$ cat config.mk
export PLATFORM = sky130hd
export DESIGN_NAME = id_stage_ctrl
export DESIGN_NICKNAME = d
export VERILOG_FILES = /design/src/rtl/core_pkg.sv /design/src/rtl/id_stage_ctrl_imm_gen.sv /design/src/rtl/id_stage_ctrl.sv
export SDC_FILE = /design/constraint.sdc
export NUM_CORES = 1
export LEC_CHECK = 0
export CORE_ASPECT_RATIO = 0.6
export CORE_MARGIN = 8
export CORE_UTILIZATION = 35
export CTS_CLUSTER_DIAMETER = 150
export DETAILED_ROUTE_END_ITERATION = 7
export GPL_ROUTABILITY_DRIVEN = 0
export SETUP_SLACK_MARGIN = 0.05
export SYNTH_ARGS = -nofsm -noshare
export SYNTH_HDL_FRONTEND = slang
export SYNTH_SLANG_ARGS = --single-unit
$ cat constraint.sdc
create_clock -name clk -period 2.2 [get_ports clk]
set_input_delay 0.22 -clock clk [delete_from_list [all_inputs] [get_ports clk]]
set_output_delay 0.22 -clock clk [all_outputs]
set_load 0.01 [all_outputs]
$ cat src/rtl/core_pkg.sv
// Shared decode-stage definitions: datapath widths, immediate format codes
// and the occupancy states of the ID skid buffer.
package core_pkg;

    localparam int XLEN = 64;
    localparam int ILEN = 32;

    // Format code is taken straight from instr[6:5]
    localparam logic [1:0] FMT_I    = 2'b00;
    localparam logic [1:0] FMT_S    = 2'b01;
    localparam logic [1:0] FMT_B    = 2'b11;
    localparam logic [1:0] FMT_NONE = 2'b10;

    typedef enum logic [1:0] {
        EMPTY = 2'd0,
        ONE   = 2'd1,
        TWO   = 2'd2
    } occ_state_e;

endpackage

$ cat src/rtl/id_stage_ctrl_imm_gen.sv
// imm_gen: combinational instruction -> sign-extended immediate and format code.
// Sits on the capture path so the buffered entries already hold their immediate.
module imm_gen #(
    parameter int XLEN = 64,
    parameter int ILEN = 32
) (
    input  logic [ILEN-1:0] instr_i,
    output logic [XLEN-1:0] imm_o,
    output logic [1:0]      fmt_o
);
    import core_pkg::*;

    logic [11:0] imm12;

    // Bits that no immediate format draws from
    logic unused_instr_bits;
    assign unused_instr_bits = ^{instr_i[19:12], instr_i[4:0]};

    // Select the 12-bit immediate field by format; B-type stays in halfword units
    always_comb begin
        imm12 = '0;
        fmt_o = instr_i[6:5];
        case (instr_i[6:5])
            FMT_I:    imm12 = instr_i[31:20];
            FMT_S:    imm12 = {instr_i[31:25], instr_i[11:7]};
            FMT_B:    imm12 = {instr_i[31], instr_i[7], instr_i[30:25], instr_i[11:8]};
            FMT_NONE: imm12 = '0;
        endcase
    end

    assign imm_o = {{(XLEN-12){imm12[11]}}, imm12};

endmodule

$ cat src/rtl/id_stage_ctrl.sv
// id_stage_ctrl: decode-stage 2-entry skid buffer between IF and EX.
// Handshakes: a transfer happens on a cycle where valid && ready are both high;
// if_ready and id_valid are decoded from registered occupancy only, and the
// head payload holds steady while id_valid && !ex_ready.
// Optional stall counter enabled with macro ID_PERF_CNT_EN.
module id_stage_ctrl #(
    parameter int XLEN = 64,
    parameter int ILEN = 32
) (
    input  logic            clk,
    input  logic            reset,
    input  logic            if_valid,
    output logic            if_ready,
    input  logic [ILEN-1:0] if_instr,
    input  logic [XLEN-1:0] if_pc,
    input  logic            flush,
    output logic            id_valid,
    input  logic            ex_ready,
    output logic [ILEN-1:0] id_instr,
    output logic [XLEN-1:0] id_pc,
    output logic [XLEN-1:0] id_imm,
    output logic [1:0]      id_fmt,
    output logic [31:0]     perf_stall_cnt,
    output logic [1:0]      dbg_state
);
    import core_pkg::*;

    occ_state_e state_q, state_d;

    // Head entry drives EX; skid entry holds the second instruction
    logic [ILEN-1:0] hd_instr_q, sk_instr_q;
    logic [XLEN-1:0] hd_pc_q,    sk_pc_q;
    logic [XLEN-1:0] hd_imm_q,   sk_imm_q;
    logic [1:0]      hd_fmt_q,   sk_fmt_q;

    logic [XLEN-1:0] cap_imm;
    logic [1:0]      cap_fmt;

    logic push, pop;
    logic ld_head_in, ld_head_sk, ld_sk;

    imm_gen #(.XLEN(XLEN), .ILEN(ILEN)) u_imm_gen (
        .instr_i (if_instr),
        .imm_o   (cap_imm),
        .fmt_o   (cap_fmt)
    );

    assign if_ready  = (state_q != TWO);
    assign id_valid  = (state_q != EMPTY);
    assign dbg_state = state_q;

    assign push = if_valid && if_ready && !flush;
    assign pop  = id_valid && ex_ready;

    assign id_instr = hd_instr_q;
    assign id_pc    = hd_pc_q;
    assign id_imm   = hd_imm_q;
    assign id_fmt   = hd_fmt_q;

    // Occupancy state register
    always_ff @(posedge clk) begin
        if (reset) begin
            state_q <= EMPTY;
        end else begin
            state_q <= state_d;
        end
    end

    // Next occupancy and which payload slots load this cycle
    always_comb begin
        state_d    = state_q;
        ld_head_in = 1'b0;
        ld_head_sk = 1'b0;
        ld_sk      = 1'b0;
        case (state_q)
            EMPTY: begin
                if (push) begin
                    state_d    = ONE;
                    ld_head_in = 1'b1;
                end
            end
            ONE: begin
                if (push && pop) begin
                    ld_head_in = 1'b1;
                end else if (push) begin
                    state_d = TWO;
                    ld_sk   = 1'b1;
                end else if (pop) begin
                    state_d = EMPTY;
                end
            end
            TWO: begin
                if (pop) begin
                    state_d    = ONE;
                    ld_head_sk = 1'b1;
                end
            end
            default: state_d = EMPTY;
        endcase
        // Flush empties the buffer; push is already masked so nothing new lands
        if (flush) begin
            state_d = EMPTY;
        end
    end

    // Payload registers: head loads from fetch or from the skid slot
    always_ff @(posedge clk) begin
        if (reset) begin
            hd_instr_q <= '0;
            hd_pc_q    <= '0;
            hd_imm_q   <= '0;
            hd_fmt_q   <= '0;
            sk_instr_q <= '0;
            sk_pc_q    <= '0;
            sk_imm_q   <= '0;
            sk_fmt_q   <= '0;
        end else begin
            if (ld_head_in) begin
                hd_instr_q <= if_instr;
                hd_pc_q    <= if_pc;
                hd_imm_q   <= cap_imm;
                hd_fmt_q   <= cap_fmt;
            end else if (ld_head_sk) begin
                hd_instr_q <= sk_instr_q;
                hd_pc_q    <= sk_pc_q;
                hd_imm_q   <= sk_imm_q;
                hd_fmt_q   <= sk_fmt_q;
            end
            if (ld_sk) begin
                sk_instr_q <= if_instr;
                sk_pc_q    <= if_pc;
                sk_imm_q   <= cap_imm;
                sk_fmt_q   <= cap_fmt;
            end
        end
    end

`ifdef ID_PERF_CNT_EN
    logic [31:0] stall_cnt_q;

    // Count cycles where EX holds off a valid head; wraps naturally, ignores flush
    always_ff @(posedge clk) begin
        if (reset) begin
            stall_cnt_q <= '0;
        end else if (id_valid && !ex_ready) begin
            stall_cnt_q <= stall_cnt_q + 32'd1;
        end
    end

    assign perf_stall_cnt = stall_cnt_q;
`else
    assign perf_stall_cnt = '0;
`endif

endmodule

==> flow_summary.toml <==
[run_status]
status = "finished clean"

[final_layout]
fill_cells = 2877
final_cell_mix = "265 x clkdlybuf4s50_1, 218 x dfxtp_1, 200 x nand2_1"
final_area_um2 = 13650
syn_to_final_growth_pct = 30.46
finalNetCount = 1457
drive_gt1_share_pct = 13.19
diodes = 0
layout_commonest_cell = "clkdlybuf4s50_1"

[drt]
totalWireLength_um = 33190
drc_errors = 0
wl_per_cell_um = 18.64
routed_via_density = 5.233
drt-pass1-iter-count = 7
drtAntennaViolNets = 0
vias = 9315
drtIter0Drc = 727

[floorplanning]
core-area_um2 = 29670
io_pins = 299
die_w_um = 239.2
start_util_pct = 35.25
rows = 49
die-area_um2 = 35860
die_h_um = 149.9

[place]
placedInstanceArea_um2 = 12850
portBuffers = 266
dp_hpwl_um = 20830

[global_route]
grt_util_all_layers_pct = 17.38
grt_max_degree = 87
antenna_found_initial = 1
grt_pass1_wl_um = 51460
overflow = 0
grt_pass1_vias = 8953

[pwr]
p_leak_nw = 4.499
power.density_nw_per_um2 = 711.6
ir_drop_mv = 0.4987

[timing]
relSlewSlack_pct = 56.44
setup_viol = 0
finalSetupTns_ps = 0
finalCriticalPeriod_ps = 1987
drv_slew = 0
hold_viol_final = 0
fmax_mhz = 503.2
worst_clock_skew_ps = 14.63
grt_setup_unrepaired = "no"
worstMarginPinSlew_ps = 653.4
period_share_pct = 90.33

[setup_path]
crit_fanout = 54
worst-setup-path-type = "flop to output port"
cp_slowest_stage_delay_ps = 630
cp-end-kind = "output port"
crit_path_start_kind = "flop"
reg2regPathDepth = 5
critical_path.slowest_cell = "clkdlybuf4s50_1"
required_ps = 1980
crit_arrival_ps = 1770
worstPathCellList = "buf_6, clkdlybuf4s50_1"

[yosys]
synthFlopType = "dfxtp_1"
syn_area_um2 = 10460
synth-edff-count = 0
async_flop_share_pct = 0
synth_warnings = 0
ys_types = 40
synth.yosys.seq_area_share_pct = 41.72
ys_seq_elements = 218
syn_area_per_cell_um2 = 8.603
syn_inst = 1216

[job]
cap_violations = 0

[cts]
clkSinkCount = 218
cts_hold_buffers = 0
clkTransAtPathRegs_ps = 60
cts_root_buffer = "clkbuf_16"
clock_path_buffers = 3
htreeDepth = 1
clkLatencyLatePin_ps = 520
cts_tree = "built"
cts_inserted_buffers = 24

[hold_path]
hold_path_class = "primary input to flop"
worstHoldPathCells = 2
==> state kept, by name (all words and copies together), names as in the netlist <==
signal and count:
id_pc 64, sk_pc_q 64, id_instr 32, sk_instr_q 32, id_imm 12, sk_imm_q 12
dbg_state 2
==> routing by layer <==
layer,global-route usage (%),share of wire (%)
met1,24.18,46
met2,27.58,46
met3,4.230,6.8
met4,2.524,0.92
met5,0,0.030
==> cells in the mapped netlist (2+ instances only) <==
cell	instances	area, µm²
mux2_2	5	56.30
dfxtp_1	218	4364
clkbuf_1	53	198.9
nand4_1	2	12.51
o21ai_1	39	195.2
nor2_1	3	11.26
nor3_2	90	900.9
nor2b_1	7	43.79
buf_2	40	200.2
a311oi_1	96	840.8
a21oi_1	115	575.6
buf_4	100	750.7
nand2b_1	3	18.77
a221oi_1	6	52.55
buf_6	24	270.3
nor2_4	2	22.52
a211oi_1	11	82.58
nand2_1	200	750.7
mux2i_1	6	60.06
buf_1	3	11.26
o22ai_1	5	31.28
nand3b_1	2	15.01
o21ai_2	2	17.52
nor3_1	6	30.03
a22oi_1	11	82.58
nand3_1	97	485.5
o21ai_0	57	285.3
==> where the power goes <==
group | switching, mW | internal [mW] | total (mW)
Sequential | 0.0959 | 4.11 | 4.20
Combinational | 0.740 | 0.682 | 1.42
Clock | 1.64 | 2.45 | 4.09
==> area by class of cell <==
| class | count | area, µm² | share of cell area [%] |
|---|---|---|---|
| inverter | 1 | 3.754 | 0.02750 |
| clock inverter | 7 | 91.34 | 0.6692 |
| sequential | 218 | 4364 | 31.98 |
| tap | 408 | 510.5 | 3.740 |
| multi-input combinational | 808 | 4805 | 35.20 |
| clock buffer | 35 | 703.2 | 5.152 |
| timing repair buffer | 303 | 3171 | 23.23 |
==> metrics by stage <==
step / hold WS (ps) / total power [mW] / instances / setup slack, ps / util (%)
2_1_floorplan: 309.4 / 5.029 / 1247 / 514.7 / -
3_3_place_gp: 450.2 / 5.705 / 1738 / 170.8 / 43.30
3_5_place_dp: 465.1 / 5.712 / 1738 / 121.2 / 43.30
4_1_cts: 159.4 / 9.833 / 1780 / 60.66 / 45.98
5_1_grt: 209.6 / 10.12 / 1780 / 110.1 / 45.99
6_report: 178.3 / 9.712 / 1780 / 212.8 / 45.99
==> kinds of logic (layout without fill, tap and decap cells) <==
| group | Yosys count | in the layout | share of synthesized area, % |
|---|---|---|---|
| multiplexers | 11 | 11 | 1.112 |
| AO/OA/AOI/OAI | 346 | 346 | 20.97 |
| other | 1 | 32 | 0.03585 |
| buffers and inverters | 221 | 346 | 13.72 |
| flip-flops | 218 | 218 | 41.72 |
| AND/OR/NAND/NOR | 419 | 419 | 22.45 |
==> timing repair <==
action	CTS	global route
setup endpoints to repair	0	53
gates resized for setup	0	1
setup buffers	0	0
==> critical path: cells and delay by family (launching register included) <==
kind / cells / cell delay [ps]
buffers and inverters: 2 / 920
DFF: 1 / 320
==> worst paths after layout <==
check	start	to	slack, ps
max	id_imm[62]	id_imm[40]	210
min	reset	sk_instr_q[31]	180
max reg2reg	dbg_state[1]	id_pc[43]	440
min reg2reg	sk_pc_q[42]	id_pc[42]	470
Power figures use the tool's default switching activity.
